$ cat src/rtl/wb_pkg.sv
// rtl/wb_pkg.sv - shared widths, FSM encoding and defaults for the writeback arbiter
package wb_pkg;
  localparam int REG_ADDR_W           = 5;
  localparam int NUM_REGS             = 32;
  localparam int STARVE_LIMIT_DEFAULT = 4;

  typedef enum logic {
    NORMAL   = 1'b0,
    MEM_PRIO = 1'b1
  } wb_state_t;
endpackage

$ cat src/rtl/wb_scoreboard.sv
// rtl/wb_scoreboard.sv - pending-load bits with set/clear and the two decode busy lookups
module wb_scoreboard
  import wb_pkg::*;
(
  input  logic                  clk,
  input  logic                  rst,
  input  logic                  set_valid,
  input  logic [REG_ADDR_W-1:0] set_idx,
  input  logic                  clr_valid,
  input  logic [REG_ADDR_W-1:0] clr_idx,
  input  logic [REG_ADDR_W-1:0] rs1,
  input  logic [REG_ADDR_W-1:0] rs2,
  output logic                  rs1_busy,
  output logic                  rs2_busy
);

  logic [NUM_REGS-1:0] pending;
  logic [NUM_REGS-1:0] set_mask;
  logic [NUM_REGS-1:0] clr_mask;

  // x0 is never marked, so a lookup of register 0 always reads idle
  always_comb begin
    set_mask = '0;
    clr_mask = '0;
    if (set_valid && set_idx != '0) set_mask[set_idx] = 1'b1;
    if (clr_valid)                  clr_mask[clr_idx] = 1'b1;
  end

  // A new dispatch to the same register outranks the returning load
  always_ff @(posedge clk) begin
    if (rst) pending <= '0;
    else     pending <= (pending & ~clr_mask) | set_mask;
  end

  assign rs1_busy = pending[rs1];
  assign rs2_busy = pending[rs2];

endmodule

$ cat src/rtl/regfile_writeback_arbiter.sv
// rtl/regfile_writeback_arbiter.sv - ALU/LSU writeback merge with starvation guard; WB_FORWARD_EN adds bypass outputs
module regfile_writeback_arbiter
  import wb_pkg::*;
#(
  parameter int bitwidth     = 32,
  parameter int STARVE_LIMIT = STARVE_LIMIT_DEFAULT
) (
  input  logic                  clk,
  input  logic                  rst,
  input  logic                  alu_valid,
  input  logic [REG_ADDR_W-1:0] alu_rd,
  input  logic [bitwidth-1:0]   alu_data,
  output logic                  alu_stall,
  input  logic                  mem_valid,
  input  logic [REG_ADDR_W-1:0] mem_rd,
  input  logic [bitwidth-1:0]   mem_data,
  output logic                  mem_ready,
  input  logic                  issue_valid,
  input  logic [REG_ADDR_W-1:0] issue_rd,
  input  logic [REG_ADDR_W-1:0] rs1,
  input  logic [REG_ADDR_W-1:0] rs2,
  output logic                  rs1_busy,
  output logic                  rs2_busy,
`ifdef WB_FORWARD_EN
  output logic                  rs1_fwd_valid,
  output logic [bitwidth-1:0]   rs1_fwd_data,
  output logic                  rs2_fwd_valid,
  output logic [bitwidth-1:0]   rs2_fwd_data,
`endif
  output logic                  write_enable,
  output logic [REG_ADDR_W-1:0] rd,
  output logic [bitwidth-1:0]   write_data
);

  localparam logic [3:0] LIMIT = 4'(STARVE_LIMIT);

  wb_state_t  state;
  logic [3:0] starve_cnt;
  logic [3:0] cnt_inc;
  logic       alu_acc;
  logic       mem_acc;

  assign cnt_inc = starve_cnt + 4'd1;

  always_comb begin
    mem_ready = 1'b0;
    alu_stall = 1'b0;
    alu_acc   = 1'b0;
    if (!rst) begin
      if (state == MEM_PRIO) begin
        mem_ready = 1'b1;
        alu_stall = alu_valid;
      end else begin
        mem_ready = mem_valid & ~alu_valid;
        alu_acc   = alu_valid;
      end
    end
  end

  assign mem_acc = mem_valid & mem_ready;

  always_ff @(posedge clk) begin
    if (rst) begin
      state        <= NORMAL;
      starve_cnt   <= '0;
      write_enable <= 1'b0;
      rd           <= '0;
      write_data   <= '0;
    end else begin
      write_enable <= 1'b0;
      // Results addressed to x0 are consumed without a write
      if (mem_acc && mem_rd != '0) begin
        write_enable <= 1'b1;
        rd           <= mem_rd;
        write_data   <= mem_data;
      end else if (alu_acc && alu_rd != '0) begin
        write_enable <= 1'b1;
        rd           <= alu_rd;
        write_data   <= alu_data;
      end

      case (state)
        NORMAL: begin
          if (mem_acc) begin
            starve_cnt <= '0;
          end else if (alu_valid && mem_valid) begin
            starve_cnt <= cnt_inc;
            if (cnt_inc == LIMIT) state <= MEM_PRIO;
          end
        end
        // One forced slot only; an absent load simply forfeits it
        MEM_PRIO: begin
          state      <= NORMAL;
          starve_cnt <= '0;
        end
        default: begin
          state      <= NORMAL;
          starve_cnt <= '0;
        end
      endcase
    end
  end

  wb_scoreboard u_scoreboard (
    .clk       (clk),
    .rst       (rst),
    .set_valid (issue_valid),
    .set_idx   (issue_rd),
    .clr_valid (mem_acc),
    .clr_idx   (mem_rd),
    .rs1       (rs1),
    .rs2       (rs2),
    .rs1_busy  (rs1_busy),
    .rs2_busy  (rs2_busy)
  );

`ifdef WB_FORWARD_EN
  assign rs1_fwd_valid = write_enable && (rd == rs1) && (rs1 != '0);
  assign rs2_fwd_valid = write_enable && (rd == rs2) && (rs2 != '0);
  assign rs1_fwd_data  = write_data;
  assign rs2_fwd_data  = write_data;
`endif

endmodule

$ cat config.mk
export PLATFORM = sky130hd
export DESIGN_NAME = regfile_writeback_arbiter
export DESIGN_NICKNAME = d
export VERILOG_FILES = /design/src/rtl/wb_pkg.sv /design/src/rtl/wb_scoreboard.sv /design/src/rtl/regfile_writeback_arbiter.sv
export SDC_FILE = /design/constraint.sdc
export NUM_CORES = 1
export LEC_CHECK = 0
export ABC_AREA = 1
export ABC_CLOCK_PERIOD_IN_PS = 3400
export CAP_MARGIN = 20
export CORE_AREA = 2 2 98 100
export DETAILED_ROUTE_END_ITERATION = 8
export DIE_AREA = 0 0 100 102
export PLACE_DENSITY = 0.81
export SKIP_LAST_GASP = 1
export SLEW_MARGIN = 20
export SYNTH_ARGS = -nofsm -noshare
export SYNTH_HDL_FRONTEND = slang
export SYNTH_HIERARCHICAL = 1
export SYNTH_SLANG_ARGS = --single-unit
$ cat constraint.sdc
create_clock -name clk -period 3.4 [get_ports clk]
set_clock_uncertainty 0.05 [all_clocks]
set_input_delay 0.51 -clock clk [delete_from_list [all_inputs] [get_ports clk]]
set_output_delay 0.51 -clock clk [all_outputs]
set_load 0.02 [all_outputs]
# After elaboration in Yosys (flattened, before gate mapping)
# Index checks and enable logic that the tools add are counted.
# word_totals
out_inout_bits	42
ff_bits	75
in_bits	94
# op_classes
n_addsub	1
n_lt_le_gt_ge	6
muxes	29
n_eq_ne	2
bitwise	7
reduce_logical	10
# ops
operator	count
$mux W32	4
$and A32 B32 Y32	1
$not A32 Y32	1
$or A32 B32 Y32	1
$lt A5 B6 Y1 const B	4
$mux W1	15
$reduce_bool A5 Y1	3
$bmux W1 S5	2
$demux W1 S5	2
$ge A5 B1 Y1 const B	2
$mux W5	2
$mux W4	2
$pmux W4 S2	1
$logic_and A1 B1 Y1	6
$add A4 B1 Y4 const B	1
$eq A4 B3 Y1 const B	1
$ne A3 B3 Y1 const B	1
$and A1 B1 Y1	2
$not A1 Y1	2
$pmux W1 S2	1
$reduce_bool A2 Y1	1

# Longest topological paths before layout
# Gate-level depths: netlist (run 1).
# depth
word_depth	9
ltp_mapped	11
mapped_depth_nobuf	9

# Hierarchy
# The synthesis (run 1) kept the hierarchy.
# by_module_without_submodules
mod	cells_each	area_per_inst_um2	seq_area_each_um2	n_inst
regfile_writeback_arbiter	370	2506.2	860.8	1
wb_scoreboard	321	2013.2	640.6	1

# Worst setup path before layout (run 1)
# No wires, ideal clock.
# synth_timing
path_kind	input to output
startpoint	input rs1[0]
endpoint	output rs1_busy
arrival_time_ns	1.305
path_slack_ns	1.535
cell_stages	11
n_path_buf	2
t_required_ns	2.840
path_cell_list	buf_6 -> inv_4 -> buf_6 -> nand2_1 -> nand3_1 -> nand3_1 -> nand2_1 -> nand2_1 -> nand2_1 -> nand2_1 -> nand2_1
# synth_via
elab_chain_cells	2
# synth_lines
item	line	rtl
start: declaration	regfile_writeback_arbiter.sv:20	input logic [REG_ADDR_W-1:0] rs1,
$bmux W1 S5	wb_scoreboard.sv:35	assign rs1_busy = pending[rs1];
$mux W1 (not written as such)	wb_scoreboard.sv:35	
end: declaration	regfile_writeback_arbiter.sv:22	output logic rs1_busy,
# Every way passes these cells. The select of a mux whose other input is x is not followed.

# Worst setup path after layout (run 1)
# layout_timing
startpoint	input rs2[1]
endpoint	output rs2_busy
# layout_via
elab_chain_cells	2
# layout_lines
item	line	rtl
start: declaration	regfile_writeback_arbiter.sv:21	input logic [REG_ADDR_W-1:0] rs2,
$bmux W1 S5	wb_scoreboard.sv:36	assign rs2_busy = pending[rs2];
$mux W1 (not written as such)	wb_scoreboard.sv:36	
end: declaration	regfile_writeback_arbiter.sv:23	output logic rs2_busy,
# Every way passes these cells. The select of a mux whose other input is x is not followed.

==> flow_metrics.tcl, run 1 <==
set metrics [dict create \
    cell_internal_pwr_uw 1660 \
    power_leakage_uw 0.00261 \
    largest_stage_delay_on_the_critical_path_ps 700 \
    gr-usage-all-layers_pct 28.4 \
    cts-hold-fix-buffers 0 \
    synth_fa_ha_area_share_pct 0.277 \
    max_freq_mhz 327 \
    synth.area.top_cells "dfxtp_1 (33%), nand2_1 (17%), nand3_1 (11%)" \
    critPathRequiredTime_ps 2840 \
    p_comb_share_pct 22.0 \
    synth_compound_gate_area_share_pct 11.6 \
    syn-mean-instance-area_um2 6.54 \
    route.vias.total 5017 \
    netSwitchingPower_uw 642 \
    synthesized_area_um2 4520 \
    hold-path-cell-count 2 \
    timing.critical_path.slowest_stage_cell "clkdlybuf4s50_1" \
    cts_tree "done" \
    grt_first_pass_wirelength_mm 22.9 \
    detail_route.first_pass.iterations 5 \
    first_global_vias 4785 \
    synthXorXnorAreaFrac_pct 0.388 \
    timing.rr.start "state" \
    path_category_of_the_worst_min_delay_check "flop to flop" \
    grt_start_max_net_pins 54 \
    synth_cell_types 31 \
    p_sw_share_pct 27.9 \
    synth-warning-count 6 \
    post_cts_resized 0 \
    clock_buffers_created_by_tritoncts 9 \
    setup-violations-final 0 \
    worst_skew_pair_later_pin_latency_ps 360 \
    route.final.wire_length_mm 14.1 \
    synth_top_family_by_area "simple AND/OR/NAND/NOR gates" \
    antenna_found_initial 0 \
    synth_area_leader_cell "dfxtp_1" \
    areaGrowthSynthToFinish_pct 34.9 \
    clk_pin_slew_ps 80 \
    finish.cell_count_without_fillers 926 \
    via_per_inst 5.42 \
    worstSetupStartpointType "input pin" \
    number_of_nets_at_the_end_of_the_flow 905 \
    ctsHtreeMaxLevel 3 \
    critical_path.startpoint "rs2[1]" \
    max_fo_critical_path 9 \
    ant_nets 0 \
    reg2regPathDepth 7 \
    min_period_over_period_pct 89.9 \
    timing.final.crit_period_ps 3060 \
    hold_violations 0 \
    worstSetupEndpointType "output pin" \
    holdCritStartpoint "rd[3]" \
    fillerInstances 803 \
    worst_path_most_repeated_cell "nand2_1" \
    grt.overflow.total 0 \
    tightestPinTransition_ps 529 \
    share_clk_of_total_power_pct 37.1 \
    outcome "finished clean" \
    cp_cell_sequence "clkdlybuf4s50_1 > inv_2 > nand3_1 > nand3_1 > nand2_1 > nand2_1 > nand2_1 > nand2_1 > nand2_1 > clkdlybuf4s50_1" \
    syn-instance-count 691 \
    core_area_um2 9110 \
    finalMaxSlewViolations 0 \
    setup_tns_ps 0 \
    synth.net_count 786 \
    clockBufferDepth 2 \
    detail_route.wl_per_cell_um 15.2 \
    num_antenna_cells 0 \
    layout.cell_area.non_filler_um2 6090 \
    yosysSeqAreaShare_pct 33.2 \
    ys_dominant_reg_cell "dfxtp_1" \
    clock-root-buffer "clkbuf_8" \
    maximum_resistive_drop_on_vdd_mv 0.214 \
    die_h_um 102 \
    detailed_place.area_um2 5850 \
    drv.max_cap_violation_count 0 \
    gp_congestion 0.904 \
    worst_ep_arrival_time_ps 2500 \
    criticalPathCategory "input pin to output pin" \
    synth_top_cells_by_count "nand2_1 (199), nand3_1 (101), dfxtp_1 (75), inv_1 (52), nor2_1 (46)" \
    critPathBufInv 3 \
    number_of_design_rule_violations_left_by_the_first_detailed_router_iteration 271 \
    post_synth_and_or_nand_nor_area_fraction_pct 42.9 \
    dieArea_um2 10200 \
    share_of_cells_above_drive_strength_1_pct 7.36 \
    portBuffers 135 \
    cts.sinks 75 \
    synth_edf_count 0 \
    power-per-cell-area_nw_per_um2 378 \
    timing.critical_path.depth 10 \
    dp_hpwl_mm 10.4 \
    yosys-mux-area-fraction_pct 0 \
    power_share_of_the_sequential_group_pct 41.0 \
    synth_top_area_share_pct 33.2 \
    std_cell_rows 35 \
    setup_buffers_after_cts 0 \
    detail_route.drc_violations 0 \
    async_flop_share_pct 0 \
    max-slew-margin-rel_pct 64.5 \
    crit_family "buffers and inverters" \
    start_util_pct 49.6 \
    placed_cells 910 \
    rsz0062_at_grt "false" \
    synthMostInstantiatedCell "nand2_1" \
    ys_ff_latch 75 \
    die_w_um 100 \
    boundaryPins 136 \
]
## sequential cells by signal, indices dropped and copies added, names as in the netlist
register	flops
rd	5
state	1
write_data	32
starve_cnt	4
write_enable	1
u_scoreboard/pending	32
## per-layer routing
metal / vias up / share of wire (%) / track usage (%) / wire length, um
met5: - / 0 / 0 / 0
met4: 0 / 3.3 / 12.9 / 470
met3: 37 / 5.4 / 4.65 / 759
met2: 159 / 48 / 49.7 / 6820
met1: 2307 / 43 / 34.5 / 6040
li1: 2514 / - / - / -
## power groups by stage
| stage | clock network, uW | registers (uW) | logic (uW) |
|---|---|---|---|
| floorplan | 0 | 1000 | 227 |
| global placement | 0 | 962 | 495 |
| detailed placement | 0 | 963 | 504 |
| CTS | 867 | 943 | 507 |
| global route | 902 | 947 | 555 |
| finish | 854 | 943 | 506 |
## cells in the final DEF, fill, tap and decap left out
cell / Yosys / final
nand2_1: 199 / 199
clkdlybuf4s50_1: 0 / 135
nand3_1: 101 / 101
dfxtp_1: 75 / 75
inv_1: 52 / 52
nor2_1: 46 / 46
o21ai_0: 41 / 41
a21oi_1: 37 / 37
nand3b_1: 34 / 34
o21ai_1: 24 / 24
inv_2: 11 / 11
clkbuf_8: 0 / 9
nor3_2: 8 / 8
buf_4: 4 / 7
nand4_1: 4 / 4
inv_4: 3 / 3
nand3_2: 3 / 3
nand2_2: 3 / 3
bufinv_16: 0 / 3
nor3_4: 3 / 3
nand2_4: 2 / 2
inv_6: 0 / 2
clkinvlp_4: 0 / 2
buf_12: 0 / 2
bufinv_8: 1 / 1
xnor2_1: 1 / 1
nor2_8: 1 / 1
xor2_1: 1 / 1
nor4_1: 1 / 1
a211oi_1: 1 / 1
o22ai_1: 1 / 1
ha_1: 1 / 1
nor3_1: 1 / 1
## final timing paths
| check | to | slack (ps) |
|---|---|---|
| setup / recovery | rs2_busy | 340 |
| hold / removal | rd[3] | 440 |
| setup reg to reg | write_data[13] | 1680 |
| hold reg to reg | rd[3] | 440 |
## tightest hold or removal path, cell delays in order (launching register included)
cell and delay [ps]:
dfxtp_1 310, nand3_1 70, a21oi_1 60
## cell families after synthesis
| logic type | after synthesis |
|---|---|
| adders and majority gates | 1 |
| buffers and inverters | 103 |
| xor gates and xnor gates | 2 |
| DFF | 75 |
| and+or+nand+nor | 406 |
| AOI/OAI and AO/OA | 104 |
## cell type report
class	count	area [um^2]	share of cell area, %
inverter	67	273	4.48
clock inverter	7	123	2.01
tap	111	139	2.28
multi-input combinational	513	2490	40.9
timing repair buffer	144	1440	23.7
clock buffer	9	124	2.03
sequential	75	1500	24.6
## stage by stage
stage	hold WS (ps)	worst slack, ps	total power (uW)	utilization, %
2_1_floorplan	391	1530	1230	-
3_3_place_gp	418	417	1460	64.2
3_5_place_dp	425	370	1470	64.2
4_1_cts	437	364	2320	66.9
5_1_grt	471	221	2400	66.9
6_report	438	344	2300	66.9
No activity file was read; power rests on OpenSTA's default activity.
==> inputs of run 2 (changes only) <==
--- a/config.mk
+++ b/config.mk
@@ -7,12 +7,11 @@
 export LEC_CHECK = 0
 export ABC_AREA = 1
 export ABC_CLOCK_PERIOD_IN_PS = 3400
-export CAP_MARGIN = 20
+export CAP_MARGIN = 25
 export CORE_AREA = 2 2 98 100
 export DETAILED_ROUTE_END_ITERATION = 8
 export DIE_AREA = 0 0 100 102
 export PLACE_DENSITY = 0.81
-export SKIP_LAST_GASP = 1
 export SLEW_MARGIN = 20
 export SYNTH_ARGS = -nofsm -noshare
 export SYNTH_HDL_FRONTEND = slang
==> results of run 2 <==
Same layout as run 1: the final DEF is identical, and so are final timing and power.
==> inputs of run 3 (changes only) <==
--- a/config.mk
+++ b/config.mk
@@ -17,3 +17,4 @@
 export SYNTH_HDL_FRONTEND = slang
 export SYNTH_HIERARCHICAL = 1
 export SYNTH_SLANG_ARGS = --single-unit
+export TNS_END_PERCENT = 20
==> results of run 3 <==
Same layout as run 1: the final DEF is identical, and so are final timing and power.
